`src/rtl/ebpf_fetch_unit.sv`:
```
// Instruction fetch stage for the eBPF CPU: reads 64-bit words at a fixed memory latency,
// assembles two-slot LDDW instructions and presents the decoded fields to decode over valid/ready.
module ebpf_fetch_unit #(
   parameter int PGM_ADDR_W = 12,
   parameter int MEM_LAT    = 1,
   parameter int CNT_W      = 32
) (
   input  logic                  clk_i,
   input  logic                  rst_i,
   input  logic                  start_i,
   input  logic [PGM_ADDR_W-1:0] start_pc_i,
   output logic                  mem_rd_o,
   output logic [PGM_ADDR_W-1:0] mem_addr_o,
   input  logic [63:0]           mem_rdata_i,
   output logic                  out_valid_o,
   input  logic                  out_ready_i,
   output logic [PGM_ADDR_W-1:0] out_pc_o,
   output logic [7:0]            out_opcode_o,
   output logic [3:0]            out_src_o,
   output logic [3:0]            out_dst_o,
   output logic [15:0]           out_offset_o,
   output logic [31:0]           out_imm_o,
   output logic [31:0]           out_imm_hi_o,
   input  logic                  redirect_i,
   input  logic [PGM_ADDR_W-1:0] redirect_pc_i,
   output logic                  halted_o,
   output logic                  error_o,
   output logic [CNT_W-1:0]      insn_count_o
);

   localparam logic [2:0] S_IDLE    = 3'd0;
   localparam logic [2:0] S_FETCH   = 3'd1;
   localparam logic [2:0] S_WAIT    = 3'd2;
   localparam logic [2:0] S_FETCH2  = 3'd3;
   localparam logic [2:0] S_WAIT2   = 3'd4;
   localparam logic [2:0] S_PRESENT = 3'd5;
   localparam logic [2:0] S_HALT    = 3'd6;

   localparam logic [7:0]            OP_LDDW  = 8'h18;
   localparam logic [7:0]            OP_EXIT  = 8'h95;
   localparam logic [PGM_ADDR_W-1:0] PC_LAST  = '1;
   localparam logic [1:0]            LAT_LAST = 2'(MEM_LAT - 1);

   logic [2:0]            state_q, state_d;
   logic [PGM_ADDR_W-1:0] pc_q, pc_d;
   logic [1:0]            lat_q, lat_d;
   logic [63:0]           word_q, word_d;
   logic [31:0]           imm_hi_q, imm_hi_d;
   logic                  halted_q, halted_d;
   logic                  error_q, error_d;
   logic [CNT_W-1:0]      cnt_q, cnt_d;

   logic                  is_lddw;
   logic                  data_here;
   logic                  redirect_ok;
   logic [PGM_ADDR_W:0]   pc_next;

   assign is_lddw     = (word_q[63:56] == OP_LDDW);
   assign data_here   = (lat_q == LAT_LAST);
   assign redirect_ok = redirect_i && (state_q != S_IDLE) && (state_q != S_HALT);
   // Extra bit lets the end-of-memory check see a step past the last word instead of wrapping.
   assign pc_next     = {1'b0, pc_q} + (is_lddw ? (PGM_ADDR_W+1)'(2) : (PGM_ADDR_W+1)'(1));

   assign mem_rd_o     = (state_q == S_FETCH) || (state_q == S_FETCH2);
   assign mem_addr_o   = (state_q == S_FETCH)  ? pc_q :
                         (state_q == S_FETCH2) ? pc_q + PGM_ADDR_W'(1) : '0;
   assign out_valid_o  = (state_q == S_PRESENT);
   assign out_pc_o     = pc_q;
   assign out_opcode_o = word_q[63:56];
   assign out_src_o    = word_q[55:52];
   assign out_dst_o    = word_q[51:48];
   assign out_offset_o = word_q[47:32];
   assign out_imm_o    = word_q[31:0];
   assign out_imm_hi_o = imm_hi_q;
   assign halted_o     = halted_q;
   assign error_o      = error_q;
   assign insn_count_o = cnt_q;

   always_comb begin
      // NOTE: every next-state signal is defaulted first so no path through the case infers a latch.
      state_d  = state_q;
      pc_d     = pc_q;
      lat_d    = lat_q;
      word_d   = word_q;
      imm_hi_d = imm_hi_q;
      halted_d = halted_q;
      error_d  = error_q;
      cnt_d    = cnt_q;

      case (state_q)
         S_IDLE: begin
            if (start_i) begin
               pc_d     = start_pc_i;
               cnt_d    = '0;
               error_d  = 1'b0;
               halted_d = 1'b0;
               state_d  = S_FETCH;
            end
         end
         S_FETCH: begin
            lat_d   = '0;
            state_d = S_WAIT;
         end
         S_WAIT: begin
            if (data_here) begin
               lat_d  = '0;
               word_d = mem_rdata_i;
               if (mem_rdata_i[63:56] != OP_LDDW) begin
                  imm_hi_d = '0;
                  state_d  = S_PRESENT;
               end else if (pc_q == PC_LAST) begin
                  error_d  = 1'b1;
                  halted_d = 1'b1;
                  state_d  = S_HALT;
               end else begin
                  state_d  = S_FETCH2;
               end
            end else begin
               lat_d = lat_q + 2'd1;
            end
         end
         S_FETCH2: begin
            lat_d   = '0;
            state_d = S_WAIT2;
         end
         S_WAIT2: begin
            if (data_here) begin
               lat_d    = '0;
               imm_hi_d = mem_rdata_i[31:0];
               state_d  = S_PRESENT;
            end else begin
               lat_d = lat_q + 2'd1;
            end
         end
         S_PRESENT: begin
            if (out_ready_i) begin
               if (cnt_q != '1) cnt_d = cnt_q + CNT_W'(1);
               if (word_q[63:56] == OP_EXIT) begin
                  halted_d = 1'b1;
                  state_d  = S_HALT;
               end else if (pc_next > {1'b0, PC_LAST}) begin
                  error_d  = 1'b1;
                  halted_d = 1'b1;
                  state_d  = S_HALT;
               end else begin
                  pc_d    = pc_next[PGM_ADDR_W-1:0];
                  state_d = S_FETCH;
               end
            end
         end
         default: ;
      endcase

      // A taken branch overrides everything above, including a same-cycle accept.
      if (redirect_ok) begin
         state_d  = S_FETCH;
         pc_d     = redirect_pc_i;
         lat_d    = '0;
         word_d   = '0;
         imm_hi_d = '0;
         halted_d = halted_q;
         error_d  = error_q;
         cnt_d    = cnt_q;
      end
   end

   // NOTE: registers update with non-blocking assignments only; all decisions live in the block above.
   always_ff @(posedge clk_i) begin
      if (rst_i) begin
         state_q  <= S_IDLE;
         pc_q     <= '0;
         lat_q    <= '0;
         word_q   <= '0;
         imm_hi_q <= '0;
         halted_q <= 1'b0;
         error_q  <= 1'b0;
         cnt_q    <= '0;
      end else begin
         state_q  <= state_d;
         pc_q     <= pc_d;
         lat_q    <= lat_d;
         word_q   <= word_d;
         imm_hi_q <= imm_hi_d;
         halted_q <= halted_d;
         error_q  <= error_d;
         cnt_q    <= cnt_d;
      end
   end

endmodule

```
`config.mk`:
```
export PLATFORM = sky130hd
export DESIGN_NAME = ebpf_fetch_unit
export DESIGN_NICKNAME = d
export VERILOG_FILES = /design/src/rtl/ebpf_fetch_unit.sv
export SDC_FILE = /design/constraint.sdc
export NUM_CORES = 1
export LEC_CHECK = 0
export CORE_MARGIN = 8
export CORE_UTILIZATION = 49
export DETAILED_ROUTE_END_ITERATION = 6
export PLACE_DENSITY = 0.86
export SLEW_MARGIN = 20
export SYNTH_ARGS = -nofsm -noshare
export SYNTH_HDL_FRONTEND = slang
export SYNTH_SLANG_ARGS = --single-unit
export TNS_END_PERCENT = 10
```
`constraint.sdc`:
```
create_clock -name clk_i -period 6 [get_ports clk_i]
set_input_delay 0.6 -clock clk_i [delete_from_list [all_inputs] [get_ports clk_i]]
set_output_delay 0.6 -clock clk_i [all_outputs]
set_load 0.02 [all_outputs]
```
==> out/metrics.yaml <==
synth:
  netlist_area_um2: 6963
  async_reset_ff_frac: 0
  yosys.area_share.simple: 0.2907
  ys_warn_count: 0
  synth_ff_type: "dfxtp_1"
  syn_inst: 898
  muxShareOfSynthArea: 0.008625
  syn_nets: 998
  yosysSeqAreaShare: 0.4226
  synth_xor_area_frac: 0.01887
  avgSynthCellArea_um2: 7.754
  synth-compound-area-share: 0.1977
  ys_types: 59
  synth_edf_count: 0
  ys_ff_latch: 147
  synth_fa_ha_area_frac: 0.01366
  synth_top_family_by_area: "simple AND/OR/NAND/NOR gates"
placed_design:
  port_buffers: 248
  dp_cells: 1266
  gp_congestion: 0.8558
  dp_hpwl_mm: 16.79
routing:
  drtPass1Iterations: 4
  m1WireLength_mm: 9.020
  met2_length_mm: 11.69
  drc_errors: 0
  vias: 7406
  first_iter_violations: 488
  drt-wirelength-per-cell_um: 18.21
  postRouteAntennaNets: 0
  routed_wl_mm: 23.66
  vias_per_cell: 5.701
  met3WireLength_mm: 2.292
  routed.top_layer: "met4"
clocking:
  cts_made_buffers: 17
  clkSinkCount: 147
  cts.htree.levels: 4
  cts_tree: "built"
  clk_path_buf_depth: 2
  ctsResizeCount: 0
  postCtsHoldBufs: 0
  clkLatencyLatePin_ps: 430
  cts_setup_buffers: 0
  path_clk_slew_ps: 60
  clockRootBuffer: "clkbuf_16"
sta:
  drv_slew: 0
  hold_ws_ps: 449.9
  fin_crit_sh: 0.5598
  finalHoldViolations: 0
  setup_viol: 0
  worst_slew_pin_slew_ps: 924.7
  tns_ps: 0
  rsz0062_at_grt: "no"
  timing.fmax_mhz: 297.7
  clock_skew_ps: 11.24
  slew_headroom: 0.3835
  fin_crit_ps: 3359
cells_and_area:
  final_nets: 1206
  drive_above_1_share: 0.05094
  area_delta_synth_final_pct: 44.01
  mostFrequentLayoutCell: "clkdlybuf4s50_1"
  n_antenna_cell: 0
  layout_common_cells: "clkdlybuf4s50_1 (248), nand2_1 (201), dfxtp_1 (147)"
  finalNonFillerCells: 1299
global_route:
  grt_pass1_vias: 6852
  antenna_found_initial: 0
  grt_overflow_total: 0
  grt_pass1_wl_mm: 36.76
  grt_max_degree: 67
  grt_use_total: 0.2508
floorplan:
  die_area_um2: 18280
  die_h_um: 135.2
  rows: 43
  fp.dieW_um: 135.2
  pin_count: 249
  start_util: 0.5016
  core_um2: 13880
run_status:
  outcome: "finished, final reports clean"
flow_run:
  drv_cap: 0
critical_path:
  max_stage_delay_ps: 620
  critical-path-slowest-cell: "clkdlybuf4s50_1"
  cp_cell_sequence: "nand4_1 > nor4_1 > xnor2_1 > nor2_1 > clkdlybuf4s50_1"
  critPathBufInv: 1
  cp_top_family: "simple AND/OR/NAND/NOR gates"
  worstPathMaxFanout: 12
  critPathKind: "reg -> out"
  end_kind: "output pin"
  cp.required_ps: 5400
  worst_ep_arrival_time_ps: 2760
  worst_setup_path_start_kind: "flop"
  reg2regPathDepth: 6
  path_depth: 5
hold_path:
  min_path_cells: 2
  min_path_type: "reg -> reg"
power_and_ir_drop:
  p_leak_nw: 3.309
  vdd_drop_max_mv: 0.2087
  pwr_density_cell_nw_per_um2: 248.4
## worst min-delay path, cell delays in order, from the launching register on
cell and delay, ps:
dfxtp_1 300, nand2_1 50, a21oi_1 50
## metrics by stage
| stage | worst slack (ps) | utilization | instance area (um2) | total power [mW] |
|---|---|---|---|---|
| 4_1_cts | 2672 | 0.7214 | 10010 | 2.501 |
| 6_report | 2641 | 0.7224 | 10030 | 2.491 |
| 2_1_floorplan | 3481 | - | 6963 | 1.315 |
| 3_5_place_dp | 2769 | 0.6816 | 9462 | 1.519 |
| 3_3_place_gp | 2814 | 0.6816 | 9462 | 1.512 |
| 5_1_grt | 2472 | 0.7224 | 10030 | 2.588 |
## layer usage
layer,GRT usage,vias up
li1,-,3604
met1,0.2873,3477
met2,0.4146,286
met3,0.09792,39
met4,0.09377,0
met5,0,-
## area by class of cell
class	count	area, um2
Clock inverter	9	73.82
Inverter	10	37.54
Fill cell	1093	3854
Clock buffer	23	478.0
Tap cell	180	225.2
Timing Repair Buffer	258	2561
Multi-Input combinational cell	672	3709
Sequential cell	147	2943
## path summary, 6_finish.rpt
kind                            startpoint                            to  slack [ps]
setup / recovery  out_pc_o[4]$_SDFFE_PP0P_                mem_addr_o[11]        2640
hold / removal     word_q[38]$_SDFFE_PP0P_       word_q[38]$_SDFFE_PP0P_         450
setup reg to reg   state_q[0]$_SDFFE_PP0P_  insn_count_o[1]$_SDFFE_PP0P_        2970
hold reg to reg    word_q[38]$_SDFFE_PP0P_       word_q[38]$_SDFFE_PP0P_         450
## Yosys cell counts, types with 2 or more instances
cell type / instances / area share
and4_1: 6 / 0.0075
or4_4: 2 / 0.0032
nor2_1: 48 / 0.026
or3_1: 17 / 0.015
nor4_1: 3 / 0.0027
o21ai_0: 59 / 0.042
o2111ai_1: 2 / 0.0025
or4_1: 14 / 0.015
nand2_1: 201 / 0.11
a311oi_1: 8 / 0.010
o21a_1: 2 / 0.0022
a21o_1: 3 / 0.0032
inv_1: 9 / 0.0049
nor4b_1: 6 / 0.0075
dfxtp_1: 147 / 0.42
buf_1: 6 / 0.0032
nand4_1: 48 / 0.043
o31ai_1: 15 / 0.016
xnor2_1: 5 / 0.0063
nor2b_1: 8 / 0.0072
buf_2: 5 / 0.0036
clkbuf_1: 54 / 0.029
a21oi_2: 2 / 0.0025
nand3_1: 21 / 0.015
a211o_1: 2 / 0.0025
mux2i_1: 6 / 0.0086
and3_1: 7 / 0.0063
nor3b_1: 3 / 0.0032
buf_6: 2 / 0.0032
xor2_1: 10 / 0.013
ha_1: 6 / 0.011
a21oi_1: 113 / 0.081
nand2b_1: 8 / 0.0072
and2_1: 6 / 0.0054
o31a_1: 2 / 0.0025
a211oi_1: 7 / 0.0075
o21ai_1: 8 / 0.0058
nor3_1: 6 / 0.0043
## flip-flops by register name (all words and copies together) (netlist names)
register      cells
word_q           64
state_q           3
out_pc_o         12
error_o           1
insn_count_o     32
lat_q             2
out_imm_hi_o     32
halted_o          1
## where the power goes
group | total [mW] | internal, mW | switching, mW
Sequential | 1.06 | 1.01 | 0.0524
Combinational | 0.439 | 0.192 | 0.248
Clock | 0.988 | 0.566 | 0.423
## cell families (layout without fill, tap and decap cells)
family	count (synthesis)	after routing
simple gates	410	410
compound gates	234	234
buf+inv	79	300
xor+xnor	15	15
fa+ha+maj	7	7
mux	6	6
flops	147	147
(Power assumes the default switching activity.)
